## src/rtl/fifo_sync_param_if.sv

```systemverilog
// Request/status bundle between a channel datapath and its FIFO.
interface fifo_sync_param_if #(
  parameter int WIDTH  = 8,
  parameter int ADDR_W = 4
);
  logic              ena;
  logic              wr_en;
  logic [WIDTH-1:0]  wr_data;
  logic              rd_en;
  logic              clr_err;
  logic [WIDTH-1:0]  rd_data;
  logic              rd_valid;
  logic              full;
  logic              empty;
  logic              almost_full;
  logic              almost_empty;
  logic [ADDR_W:0]   level;
  logic              overflow;
  logic              underflow;

  modport master (
    output ena, wr_en, wr_data, rd_en, clr_err,
    input  rd_data, rd_valid, full, empty, almost_full, almost_empty,
           level, overflow, underflow
  );

  modport slave (
    input  ena, wr_en, wr_data, rd_en, clr_err,
    output rd_data, rd_valid, full, empty, almost_full, almost_empty,
           level, overflow, underflow
  );
endinterface

```

## src/rtl/fifo_sync_param.sv

```systemverilog
// Parametrised synchronous FIFO with occupancy level, programmable
// almost-full/almost-empty thresholds, sticky error flags and an optional
// first-word-fall-through read port.
module fifo_sync_param #(
  parameter int WIDTH    = 8,
  parameter int ADDR_W   = 4,
  parameter int AF_LEVEL = 14,
  parameter int AE_LEVEL = 2,
  parameter int FWFT     = 0
) (
  input logic              clk,
  input logic              rst_n,
  fifo_sync_param_if.slave bus
);
  localparam int DEPTH = 2 ** ADDR_W;
  localparam int LV_W  = ADDR_W + 1;
  localparam logic [ADDR_W:0] DEPTH_LV = LV_W'(DEPTH);
  localparam logic [ADDR_W:0] AF_LV    = LV_W'(AF_LEVEL);
  localparam logic [ADDR_W:0] AE_LV    = LV_W'(AE_LEVEL);

  if (!((AE_LEVEL >= 0) && (AE_LEVEL < AF_LEVEL) && (AF_LEVEL <= DEPTH) && (ADDR_W >= 1) && (WIDTH >= 1)))
  begin : g_bad_params
    $error("fifo_sync_param: illegal parameters (need AE_LEVEL < AF_LEVEL <= DEPTH)");
  end

  logic [WIDTH-1:0]  mem_q [DEPTH];
  logic [ADDR_W-1:0] wr_ptr_q, wr_ptr_d;
  logic [ADDR_W-1:0] rd_ptr_q, rd_ptr_d;
  logic [ADDR_W:0]   level_q, level_d;
  logic              overflow_q, overflow_d;
  logic              underflow_q, underflow_d;
  logic              full, empty, wr_acc, rd_acc;

  // Flags come straight from the level register so acceptance uses pre-edge state.
  assign full   = (level_q == DEPTH_LV);
  assign empty  = (level_q == '0);
  assign wr_acc = bus.ena & bus.wr_en & ~full;
  assign rd_acc = bus.ena & bus.rd_en & ~empty;

  // Pointer, occupancy and sticky error next-state; set beats clear.
  always_comb begin
    wr_ptr_d    = wr_ptr_q;
    rd_ptr_d    = rd_ptr_q;
    level_d     = level_q;
    overflow_d  = overflow_q;
    underflow_d = underflow_q;
    if (wr_acc) wr_ptr_d = wr_ptr_q + 1'b1;
    if (rd_acc) rd_ptr_d = rd_ptr_q + 1'b1;
    case ({wr_acc, rd_acc})
      2'b10:   level_d = level_q + 1'b1;
      2'b01:   level_d = level_q - 1'b1;
      default: level_d = level_q;
    endcase
    if (bus.ena) begin
      overflow_d  = (bus.wr_en & full)  | (overflow_q  & ~bus.clr_err);
      underflow_d = (bus.rd_en & empty) | (underflow_q & ~bus.clr_err);
    end
  end

  // Control state register; reset empties the FIFO without touching storage.
  always_ff @(posedge clk or negedge rst_n) begin
    if (!rst_n) begin
      wr_ptr_q    <= '0;
      rd_ptr_q    <= '0;
      level_q     <= '0;
      overflow_q  <= 1'b0;
      underflow_q <= 1'b0;
    end else begin
      wr_ptr_q    <= wr_ptr_d;
      rd_ptr_q    <= rd_ptr_d;
      level_q     <= level_d;
      overflow_q  <= overflow_d;
      underflow_q <= underflow_d;
    end
  end

  // Storage write; contents are deliberately left unreset.
  always_ff @(posedge clk) begin
    if (wr_acc) mem_q[wr_ptr_q] <= bus.wr_data;
  end

  if (FWFT != 0) begin : g_fwft
    // Head word is shown directly; rd_en only pops it.
    assign bus.rd_data  = mem_q[rd_ptr_q];
    assign bus.rd_valid = ~empty;
  end else begin : g_reg
    logic [WIDTH-1:0] rd_data_q, rd_data_d;
    logic             rd_valid_q, rd_valid_d;

    // Registered read: data and a one-cycle valid pulse land at the pop edge.
    always_comb begin
      rd_data_d  = rd_data_q;
      rd_valid_d = rd_valid_q;
      if (bus.ena) rd_valid_d = rd_acc;
      if (rd_acc)  rd_data_d  = mem_q[rd_ptr_q];
    end

    // Read output register.
    always_ff @(posedge clk or negedge rst_n) begin
      if (!rst_n) begin
        rd_data_q  <= '0;
        rd_valid_q <= 1'b0;
      end else begin
        rd_data_q  <= rd_data_d;
        rd_valid_q <= rd_valid_d;
      end
    end

    assign bus.rd_data  = rd_data_q;
    assign bus.rd_valid = rd_valid_q;
  end

  assign bus.full         = full;
  assign bus.empty        = empty;
  assign bus.almost_full  = (level_q >= AF_LV);
  assign bus.almost_empty = (level_q <= AE_LV);
  assign bus.level        = level_q;
  assign bus.overflow     = overflow_q;
  assign bus.underflow    = underflow_q;
endmodule

```

## src/flat_wrapper.sv

```systemverilog
// flat-port wrapper written by rule: the top's interface ports become plain ports
module fifo_sync_param_flat 
#(
  parameter int WIDTH    = 8,
  parameter int ADDR_W   = 4,
  parameter int AF_LEVEL = 14,
  parameter int AE_LEVEL = 2,
  parameter int FWFT     = 0
)
  (clk, rst_n, bus_ena, bus_wr_en, bus_wr_data, bus_rd_en, bus_clr_err, bus_rd_data, bus_rd_valid, bus_full, bus_empty, bus_almost_full, bus_almost_empty, bus_level, bus_overflow, bus_underflow);
  fifo_sync_param_if #(.WIDTH(WIDTH), .ADDR_W(ADDR_W)) bus_i ();
  input logic clk;
  input logic rst_n;
  input wire logic [$bits(bus_i.ena)-1:0] bus_ena;
  input wire logic [$bits(bus_i.wr_en)-1:0] bus_wr_en;
  input wire logic [$bits(bus_i.wr_data)-1:0] bus_wr_data;
  input wire logic [$bits(bus_i.rd_en)-1:0] bus_rd_en;
  input wire logic [$bits(bus_i.clr_err)-1:0] bus_clr_err;
  output wire logic [$bits(bus_i.rd_data)-1:0] bus_rd_data;
  output wire logic [$bits(bus_i.rd_valid)-1:0] bus_rd_valid;
  output wire logic [$bits(bus_i.full)-1:0] bus_full;
  output wire logic [$bits(bus_i.empty)-1:0] bus_empty;
  output wire logic [$bits(bus_i.almost_full)-1:0] bus_almost_full;
  output wire logic [$bits(bus_i.almost_empty)-1:0] bus_almost_empty;
  output wire logic [$bits(bus_i.level)-1:0] bus_level;
  output wire logic [$bits(bus_i.overflow)-1:0] bus_overflow;
  output wire logic [$bits(bus_i.underflow)-1:0] bus_underflow;
  assign bus_i.ena = bus_ena;
  assign bus_i.wr_en = bus_wr_en;
  assign bus_i.wr_data = bus_wr_data;
  assign bus_i.rd_en = bus_rd_en;
  assign bus_i.clr_err = bus_clr_err;
  assign bus_rd_data = bus_i.rd_data;
  assign bus_rd_valid = bus_i.rd_valid;
  assign bus_full = bus_i.full;
  assign bus_empty = bus_i.empty;
  assign bus_almost_full = bus_i.almost_full;
  assign bus_almost_empty = bus_i.almost_empty;
  assign bus_level = bus_i.level;
  assign bus_overflow = bus_i.overflow;
  assign bus_underflow = bus_i.underflow;
  fifo_sync_param #(.WIDTH(WIDTH), .ADDR_W(ADDR_W), .AF_LEVEL(AF_LEVEL), .AE_LEVEL(AE_LEVEL), .FWFT(FWFT)) u_core (.clk(clk), .rst_n(rst_n), .bus(bus_i));
endmodule
```

## config.mk

```make
export PLATFORM = sky130hd
export DESIGN_NAME = fifo_sync_param_flat
export DESIGN_NICKNAME = d
export VERILOG_FILES = /design/src/rtl/fifo_sync_param_if.sv /design/src/rtl/fifo_sync_param.sv /design/src/flat_wrapper.sv
export SDC_FILE = /design/constraint.sdc
export NUM_CORES = 1
export LEC_CHECK = 0
export ABC_AREA = 1
export CORE_MARGIN = 2
export CORE_UTILIZATION = 52
export CTS_CLUSTER_SIZE = 12
export DETAILED_ROUTE_END_ITERATION = 12
export PLACE_DENSITY_LB_ADDON = 0.15
export SYNTH_ARGS = -nofsm -noshare
export SYNTH_HDL_FRONTEND = slang
export SYNTH_SLANG_ARGS = --single-unit
```

## constraint.sdc

```tcl
create_clock -name clk -period 2.3 [get_ports clk]
set_input_delay 0.345 -clock clk [delete_from_list [all_inputs] [get_ports clk]]
set_output_delay 0.345 -clock clk [all_outputs]
set_load 0.05 [all_outputs]
```

==> metrics.md, run 1 <==
| Metric | Value |
|---|---|
| Status | finished, final reports clean |
| Die ar. | 14000 µm² |
| Post-synthesis cell area | 6820 µm² |
| Normalized max-slew margin | 59.4% |
| Multiplexer share of the synthesized area | 0% |
| Gr usage total | 23.7% |
| CTS tree | yes |
| Core area | 12700 µm² |
| Reg-to-Reg End | u_core.bus.level[4] |
| Synth Area in Compound Gates | 1.10% |
| Comb pwr share | 35.9% |
| DP Cell Count | 902 |
| Main synth FF type | edfxtp_1 |
| Routed WL per cell | 16.4 µm |
| Die width | 119 µm |
| FF+latch area | 4450 µm² |
| Skew final | 12.4 ps |
| Most common cell in the netlist | nand2_1 |
| Layout Nets | 772 |
| Port Buffers | 33 |
| Ys async rst share | 15.8% |
| Syn avg cell area | roughly 10 µm² |
| GP Congestion | around 0.9 |
| Register area share after synthesis | 65.2% |
| Residual DRC | 0 |
| H-tree Lvls | 4 |
| Hold_ws | roughly 280 ps |
| Synth area leaders | edfxtp_1 56%, nand2_1 13%, dfrtp_1 8.8% |
| Min Tclk post-route | 2180 ps |
| Multi-input logic area | between 1500 and 2000 µm² |
| Drt pass-1 iters | 5 |
| Final non-filler cell total | between 900 and 1000 |
| LEAKAGE | roughly 0.0036 µW |
| Setup crit start kind | flop |
| Peak VDD IR | 927 µV |
| Vias in the first global route | 4733 |
| Biggest area consumer among synthesized cells | edfxtp_1 |
| Vias after detailed routing | 4729 |
| Initial antenna violation count | 0 |
| Hold crit path type | input pin to asynchronous set/reset pin |
| Iteration-0 DRC Markers | 456 |
| Number of synthesized flops with an enable pin | 128 |
| Unrepaired setup endpoints after global routing | no |
| Io pins | 34 |
| Synthesized Nets | 709 |
| Sw power | between 3000 and 4000 µW |
| CP max FO | 6 |
| Antenna Cells | 0 |
| Crit path to | bus_almost_full |
| R2R Setup Slk | 170 ps |
| Clock transition at path regs | 70 ps |
| #FFs+latches synth | between 150 and 200 |
| Worst-Skew Late Latency | roughly 430 ps |
| Clock power frac | 28.9% |
| DIE HEIGHT | 119 µm |
| Most frequent cells after synthesis | 228 x nand2_1, 128 x edfxtp_1, 120 x inv_1 |
| Cell-internal power | 6170 µW |
| Fillers | 1081 |
| Clk Tree Root Cell | clkbuf_16 |
| Antenna Nets Post-Route | 0 |
| Initial Utilization | 53.6% |
| Final Hold Vio Count | 0 |
| Worst Path Required | 1960 ps |
| First-pass GRT wire length | 25000 µm |
| Core Rows | 41 |
| Endpoint type of the worst setup path | output port |
| Post-detail-place hpwl | 10100 µm |
| Crit share post-route | 94.7% |
| Detailed-route wire length | 15300 µm |
| Fin. max-slew vios | 0 |
| Synthesis-to-layout area growth | 18.8% |
| Worst r2r src | u_core.bus.level[3] |
| Synth warn | 0 |
| Clk buf depth | 2 |
| DR vias/cell | 5.06 |
| MaxCap Viol Count | 0 |
| Clock sink count | approximately 150 |
| Reg2reg path depth | 13 |
| Worst setup path startpoint | u_core.bus.level[1] |
| Share of cells above drive strength 1 | 10.5% |
| # Post-CTS Setup Buffers | 0 |
| Cell count after synthesis | between 600 and 700 |
| Synth Area in Adders | 1.65% |
| Cell variety after synth | 22 |
| Setup violators final | 0 |
| Post-Synth XOR/XNOR Area | 1.28% |
| Net Sw Frac | 38.5% |
| Cell area power density | 1240 nW/µm² |
| Largest net degree at the start of global routing | 46 |
| Crit path DAT | 1830 ps |
| Largest family of logic cells by synthesized area | simple AND/OR/NAND/NOR gates |
| Top cell type's share of synthesized area | a little under three fifths |
| Num CTS Buffers | 17 |
| Least-Margin Pin Slew | around 600 ps |
| Sequential power share | 35.2% |
| Critical path class | flop to output port |
| Fmax | 0.459 GHz |
| Total congestion overflow | 0 |
| Post-Synth Simple-Gate Area | 21.3% |
power groups by stage:
stage / logic (µW) / registers (µW) / clock network (µW)
floorplan: 2200 / 3930 / 0
global placement: 3550 / 3570 / 0
detailed placement: 3610 / 3590 / 0
CTS: 3620 / 3540 / 2930
global route: 3990 / 3570 / 3040
finish: 3600 / 3540 / 2900
registers in the layout, indices dropped and copies added (netlist names):
| name | cells |
|---|---|
| u_core.bus.level | 5 |
| u_core.bus.overflow | 1 |
| u_core.bus.rd_data | 8 |
| u_core.bus.rd_valid | 1 |
| u_core.bus.underflow | 1 |
| u_core.mem_q | 128 |
| u_core.rd_ptr_q | 4 |
| u_core.wr_ptr_q | 4 |
metrics by stage:
step / instance area (µm²) / TNS (ps) / worst slack [ps] / util (%) / power [µW]
floorplan: 6830 / 0 / 35.8 / - / 6140
global placement: 7480 / 0 / 16.6 / 58.8 / 7120
detailed placement: 7480 / -57.5 / -57.5 / 58.8 / 7200
CTS: 8100 / 0 / 118 / 63.6 / 10100
global route: 8100 / 0 / 12.6 / 63.7 / 10600
finish: 8100 / 0 / 122 / 63.7 / 10000
cell families (layout without fill, tap and decap cells):
logic type / after synthesis / in the layout
DFF: 152 / 152
AOI/OAI and AO/OA: 14 / 14
adders and majority gates: 9 / 9
xor gates and xnor gates: 10 / 10
buffers and inverters: 150 / 226
and+or+nand+nor: 351 / 351
placed cells by master, fill, tap and decap left out, types with 5 or more instances in the layout:
cell type	instances
inv_6	5
o21ai_0	9
dfrtp_2	6
nand3_1	103
ha_1	8
inv_1	120
nor2_1	17
clkbuf_16	17
edfxtp_1	128
clkdlybuf4s50_1	30
nand2_1	228
buf_4	39
xor2_1	8
dfrtp_1	18
area by class of cell:
class,count,area share [%]
Multi-Input combinational cell,384,21.5
Timing Repair Buffer,71,7.67
Clock buffer,18,5.30
Tap cell,172,2.66
Clock inverter,14,2.29
Inverter,123,5.70
Sequential cell,152,54.9
timing repair:
item | CTS | global route
endpoints found under the setup margin | 1 | 1
gates resized for setup | 1 | 1
pin swaps | 0 | 1
hold buffers | 0 | 0
worst min path at each step:
stage          depth (start not counted)               endpoint  slack (ps)                   from
2_1_floorplan                          0    u_core.bus.level[0]          50                  rst_n
3_3_place_gp                           2  u_core.bus.rd_data[1]         460  u_core.bus.rd_data[1]
3_5_place_dp                           2  u_core.bus.rd_data[1]         470  u_core.bus.rd_data[1]
4_1_cts                                2    u_core.bus.rd_valid         280                  rst_n
5_1_grt                                2  u_core.bus.rd_data[4]         300                  rst_n
6_report                               2  u_core.bus.rd_data[3]         280                  rst_n
worst max-delay path, cell delays in order, from the launching register on:
cell	delay, ps
dfrtp_2	460
nand3_1	100
nand2_1	60
clkdlybuf4s50_1	790
routing by layer:
| layer | GRT usage, % | vias to the layer above | share of wire, % |
|---|---|---|---|
| met3 | 4.68 | 22 | 5.3 |
| met4 | 9.15 | 0 | 2.2 |
| li1 | - | 2322 | - |
| met1 | 32.1 | 2244 | 45 |
| met5 | 0 | - | 0 |
| met2 | 38.1 | 141 | 48 |
(Power assumes the default switching activity.)
==> run 2: changes to the inputs <==
--- a/config.mk
+++ b/config.mk
@@ -6,11 +6,12 @@
 export NUM_CORES = 1
 export LEC_CHECK = 0
 export ABC_AREA = 1
-export CORE_MARGIN = 2
+export CAP_MARGIN = 40
 export CORE_UTILIZATION = 52
 export CTS_CLUSTER_SIZE = 12
 export DETAILED_ROUTE_END_ITERATION = 12
 export PLACE_DENSITY_LB_ADDON = 0.15
+export REMOVE_ABC_BUFFERS = 1
 export SYNTH_ARGS = -nofsm -noshare
 export SYNTH_HDL_FRONTEND = slang
 export SYNTH_SLANG_ARGS = --single-unit
==> metrics.md, run 2 (synthesized netlist as in run 1, its figures left out) <==
| Metric | Value |
|---|---|
| Crit path depth | 4 |
| Core area | approximately 13000 µm² |
| Detailed-route wire length | between 10000 and 15000 µm |
| Multi-input logic area | 1730 µm² |
| Hold_ws | roughly 290 ps |
| Setup crit start kind | flop |
| Drt pass-1 iters | 6 |
| Final Total Pwr | roughly 10000 µW |
| Clk buf depth | 2 |
| Crit path cell chain | buf_4 > nand3_1 > nand2_1 > clkdlybuf4s50_1 |
| Initial antenna violation count | 0 |
| Antenna Cells | 0 |
| Number of flip-flops in the largest register | 128 |
| LEAKAGE | 0.00365 µW |
| Normalized max-slew margin | 55.4% |
| Cell area power density | 1220 nW/µm² |
| Synthesis-to-layout area growth | 18.2% |
| Hold crit path type | input pin to asynchronous set/reset pin |
| Critical path buffers and inverters | 2 |
| Vias after detailed routing | between 4000 and 5000 |
| MaxCap Viol Count | 0 |
| Worst-Skew Late Latency | ~430 ps |
| Clock sink count | 152 |
| Post-DP Area | 7500 µm² |
| Fillers | about 1100 |
| Reg-to-Reg End | u_core.bus.level[4] |
| Setup slack after placement | -116 ps |
| Crit share post-route | 95.8% |
| Vias in the first global route | 4609 |
| Gr usage total | 24.7% |
| Die ar. | approximately 14000 µm² |
| Largest net degree at the start of global routing | 67 |
| H-tree Lvls | 4 |
| Antenna Nets Post-Route | 0 |
| Post-detail-place hpwl | about 9800 µm |
| First-pass GRT wire length | 24000 µm |
| Layout Nets | 776 |
| Total congestion overflow | 0 |
| Endpoint type of the worst setup path | output port |
| DR vias/cell | 5.10 |
| Largest register by flop count | u_core.mem_q |
| Slowest stage cell, crit path | clkdlybuf4s50_1 |
| Initial Utilization | approximately 54% |
| Fin. max-slew vios | 0 |
| DIE HEIGHT | 117 µm |
| Crit path DAT | 1860 ps |
| Die width | roughly 120 µm |
| Io pins | 34 |
| Peak VDD IR | 801 µV |
| Core Rows | 41 |
| CP max FO | 5 |
| Setup violators final | 0 |
| Skew final | 9.42 ps |
| Residual DRC | 0 |
| Most frequent cells in the layout | 228 x nand2_1, 128 x edfxtp_1, 120 x inv_1 |
| R2R Setup Slk | 180 ps |
| Worst Path Required | between 1500 and 2000 ps |
| Routed WL per cell | 16.0 µm |
| Critical path class | flop to output port |
| GP Congestion | roughly 0.83 |
| Min Tclk post-route | 2200 ps |
| Num CTS Buffers | 17 |
| Final worst slack | 96.5 ps |
| Worst r2r src | u_core.bus.level[3] |
| CTS tree | yes |
| Reg2reg path depth | 14 |
| Final Hold Vio Count | 0 |
| Unrepaired setup endpoints after global routing | no |
| Least-Margin Pin Slew | 666 ps |
| Clk Tree Root Cell | clkbuf_16 |
| Crit-path leading delay family | buffers and inverters |
| FF+latch area | 4450 µm² |
| Final Cell Area | 8060 µm² |
| Port Buffers | 33 |
| CP peak stage delay | 800 ps |
| Status | finished, final reports clean |
| Commonest non-fill, non-tap cell in the layout | nand2_1 |
| Iteration-0 DRC Markers | between 500 and 600 |
| Fmax | 0.454 GHz |
| Share of cells above drive strength 1 | 9.53% |
| Clock transition at path regs | 60 ps |
## run 2: power by group
group / internal [µW] / switching [µW] / leakage, µW
combinational: 1210 / 2510 / 0.00193
clock: 1550 / 1020 / 0.000272
sequential: 3300 / 205 / 0.00145
total: 6060 / 3740 / 0.00365
## run 2: cell type report
type	count	share of cell area (%)
Sequential cell	152	55.2
Multi-Input combinational cell	384	21.5
Timing Repair Buffer	75	8.24
Inverter	123	5.73
Clock buffer	17	5.28
Tap cell	172	2.67
Clock inverter	15	1.44
## run 2: worst max path at each step
stage,start,slack [ps],end
floorplan,u_core.bus.level[1],-340,u_core.bus.level[4]
global placement,bus_ena,-20,u_core.bus.level[4]
detailed placement,bus_ena,-120,u_core.bus.level[4]
CTS,u_core.bus.level[2],70,bus_almost_full
global route,u_core.bus.level[2],20,bus_almost_full
finish,u_core.bus.level[2],100,bus_almost_full
## run 2: layer usage
layer | part of all wire [%] | global-route usage [%] | routed length, µm
met1 | 42 | 31.7 | 6290
met2 | 49 | 40.1 | 7380
met3 | 5.9 | 5.24 | 878
met4 | 3.0 | 12.3 | 449
met5 | 0 | 0 | 0
## run 2: worst register-to-register path: stages, from the launching register on
cell and delay, ps:
dfrtp_1 380, nor2_2 160, nand4_1 150, nand2_1 100, inv_1 50, ha_2 220, xor2_1 200, ha_1 190
inv_1 50, nand2_1 100, nand3_1 100, nand2_1 90, xor2_1 140, nand2_1 60, nand2_1 60
## run 2: per-stage QoR
step                      TNS [ps]  util (%)  instances
after global placement       -17.5      59.0        904
after global routing             0      63.4        938
after floorplan              -3540         -        659
after CTS                        0      63.2        936
after detailed placement      -116      59.0        904
final                            0      63.4        938
## run 2: repair_timing
| item | 4_1_cts | 5_1_grt |
|---|---|---|
| hold buffers | 0 | 0 |
| setup endpoints to repair | 1 | 1 |
| resized for setup | 1 | 1 |
| buffers inserted | 0 | 2 |
| pin swaps | 0 | 3 |
==> run 3: changes to the inputs <==
--- a/config.mk
+++ b/config.mk
@@ -8,6 +8,7 @@
 export ABC_AREA = 1
 export CAP_MARGIN = 40
 export CORE_UTILIZATION = 52
+export CTS_CLUSTER_DIAMETER = 120
 export CTS_CLUSTER_SIZE = 12
 export DETAILED_ROUTE_END_ITERATION = 12
 export PLACE_DENSITY_LB_ADDON = 0.15
==> constraint.sdc (replaced) <==
create_clock -name clk -period 2.3 [get_ports clk]
set_input_delay 0.345 -clock clk [delete_from_list [all_inputs] [get_ports clk]]
set_output_delay 0.345 -clock clk [all_outputs]
set_load 0.005 [all_outputs]
==> metrics.md, run 3 (synthesized netlist as in run 1, its figures left out) <==
| Metric | Value |
|---|---|
| Least-Margin Pin Slew | 739 ps |
| Die width | 117 µm |
| Synthesis-to-layout area growth | 18.2% |
| Clock power frac | 27.3% |
| Drt pass-1 iters | 5 |
| Fin. max-slew vios | 0 |
| Final Hold Vio Count | 0 |
| Clk buf depth | 2 |
| LEAKAGE | between 0.003 and 0.004 µW |
| Unrepaired setup endpoints after global routing | no |
| Min Tclk post-route | 2150 ps |
| First-pass GRT wire length | ~24000 µm |
| Die ar. | 13600 µm² |
| Detailed-route wire length | roughly 15000 µm |
| Sequential power share | 38.2% |
| DR vias/cell | 5.11 |
| Core Rows | just over 40 |
| H-tree Lvls | 4 |
| Most frequent cells in the layout | 227 x nand2_1, 128 x edfxtp_1, 120 x inv_1 |
| CTS tree | yes |
| Routed WL per cell | 16.3 µm |
| Peak VDD IR | 588 µV |
| Layout Nets | 772 |
| Largest register by flop count | u_core.mem_q |
| Comb pwr share | 34.5% |
| Port Buffers | 33 |
| Share of cells above drive strength 1 | between 9 and 10% |
| Io pins | 34 |
| Residual DRC | 0 |
| Clock sink count | 152 |
| GP Congestion | ~0.86 |
| Setup TNS | 0 ps |
| Status | finished, final reports clean |
| Gr usage total | approximately a quarter |
| Sw power | ~3200 µW |
| Normalized max-slew margin | 50.6% |
| Cell-internal power | 6010 µW |
| Slowest stage cell, crit path | clkdlybuf4s50_1 |
| Crit share post-route | 93.3% |
| Fmax | 0.466 GHz |
| Endpoint type of the worst setup path | output port |
| Largest net degree at the start of global routing | 66 |
| Num CTS Buffers | 17 |
| Worst-Skew Late Latency | 430 ps |
| Final Total Pwr | 9220 µW |
| Crit path DAT | about 1800 ps |
| Crit path cell chain | nor2_4 > nand4_1 > buf_4 > inv_1 > clkdlybuf4s50_1 |
| Post-detail-place hpwl | 9910 µm |
| Iteration-0 DRC Markers | 396 |
| Antenna Nets Post-Route | 0 |
| Total congestion overflow | 0 |
| Initial antenna violation count | 0 |
| Clock transition at path regs | 60 ps |
| Critical path class | flop to output port |
| MaxCap Viol Count | 0 |
| Setup crit start kind | flop |
| Worst Path Required | approximately 2000 ps |
| Net Sw Frac | approximately a third |
| Number of flip-flops in the largest register | 128 |
| Hold crit path type | input pin to asynchronous set/reset pin |
| Cell area power density | 1140 nW/µm² |
| DIE HEIGHT | 117 µm |
| Final worst slack | between 150 and 200 ps |
| Setup slack after placement | -182 ps |
| Vias after detailed routing | approximately 4800 |
| Antenna Cells | 0 |
| Vias in the first global route | 4655 |
| Initial Utilization | a little over half |
| Core area | ~13000 µm² |
| CP peak stage delay | 490 ps |
| Skew final | 7.41 ps |
| Setup violators final | 0 |
| Clk Tree Root Cell | clkbuf_16 |
| Commonest non-fill, non-tap cell in the layout | nand2_1 |
| CP max FO | 3 |
==> run 3: changes by cell type in the layout (fill, tap and decap cells not counted), moves of 2 or more <==
cell / delta
bufinv_16: -2
clkbuf_8: +3
buf_4: -6
clkinv_2: -3
clkbuf_1: +7
clkinv_1: -6
clkdlybuf4s50_1: +3
==> run 3: repair_timing <==
action	4_1_cts	5_1_grt
endpoints found under the setup margin	0	2
hold buffers	0	0
setup buffers	0	1
resized for setup	0	7
==> run 3: area by class of cell <==
| cell class | instances | area [µm²] |
|---|---|---|
| fillers | 1030 | 4660 |
| flip-flops and latches | 152 | 4450 |
| multi-input cells | 384 | 1760 |
| repair buffers | 71 | 641 |
| clock buffers | 28 | 518 |
| inverters | 123 | 462 |
| well taps | 172 | 215 |
| clock inverters | 4 | 18.8 |
==> run 3: stage by stage <==
| stage | hold WS, ps | instances | instance area (µm²) | util (%) |
|---|---|---|---|---|
| final | 288 | 934 | 8060 | 63.4 |
| after global routing | 313 | 934 | 8060 | 63.4 |
| after CTS | 286 | 933 | 8020 | 63.1 |
| after detailed placement | 467 | 901 | 7480 | 58.8 |
| after global placement | 466 | 901 | 7480 | 58.8 |
| after floorplan | 49.4 | 659 | 6640 | - |
==> run 3: worst paths after layout <==
kind                                       start                     to  slack [ps]  depth (start not counted)
min in group clk           u_core.bus.rd_data[2]  u_core.bus.rd_data[2]         480                          2
min                                        rst_n  u_core.bus.rd_data[5]         290                          2
max                          u_core.bus.level[2]              bus_empty         150                          5
min reg2reg                u_core.bus.rd_data[2]  u_core.bus.rd_data[2]         480                          2
max reg2reg                  u_core.bus.level[2]    u_core.bus.level[3]         190                         12
max in group asynchronous                  rst_n    u_core.bus.level[3]        1730                          2
==> run 3: per-layer routing <==
metal / up-vias / routed length (µm) / GRT usage (%)
met3: 22 / 789 / 5.19
met2: 130 / 7790 / 42.2
met1: 2307 / 6440 / 30.6
li1: 2311 / - / -
met5: - / 0 / 0
met4: 0 / 219 / 9.49
==> run 3: worst max-delay path, delay by kind of cell, from the launching register on <==
family        cells  cell delay, ps
flops             1             420
buf+inv           3             690
simple gates      2             270
==> run 3: power by group through the flow <==
stage | Sequential [µW] | Combinational, µW | Clock (µW)
5_1_grt | 3550 | 3570 | 2670
3_5_place_dp | 3560 | 3140 | 0
3_3_place_gp | 3540 | 3060 | 0
2_1_floorplan | 3710 | 1630 | 0
6_report | 3520 | 3180 | 2520
4_1_cts | 3510 | 3160 | 2550
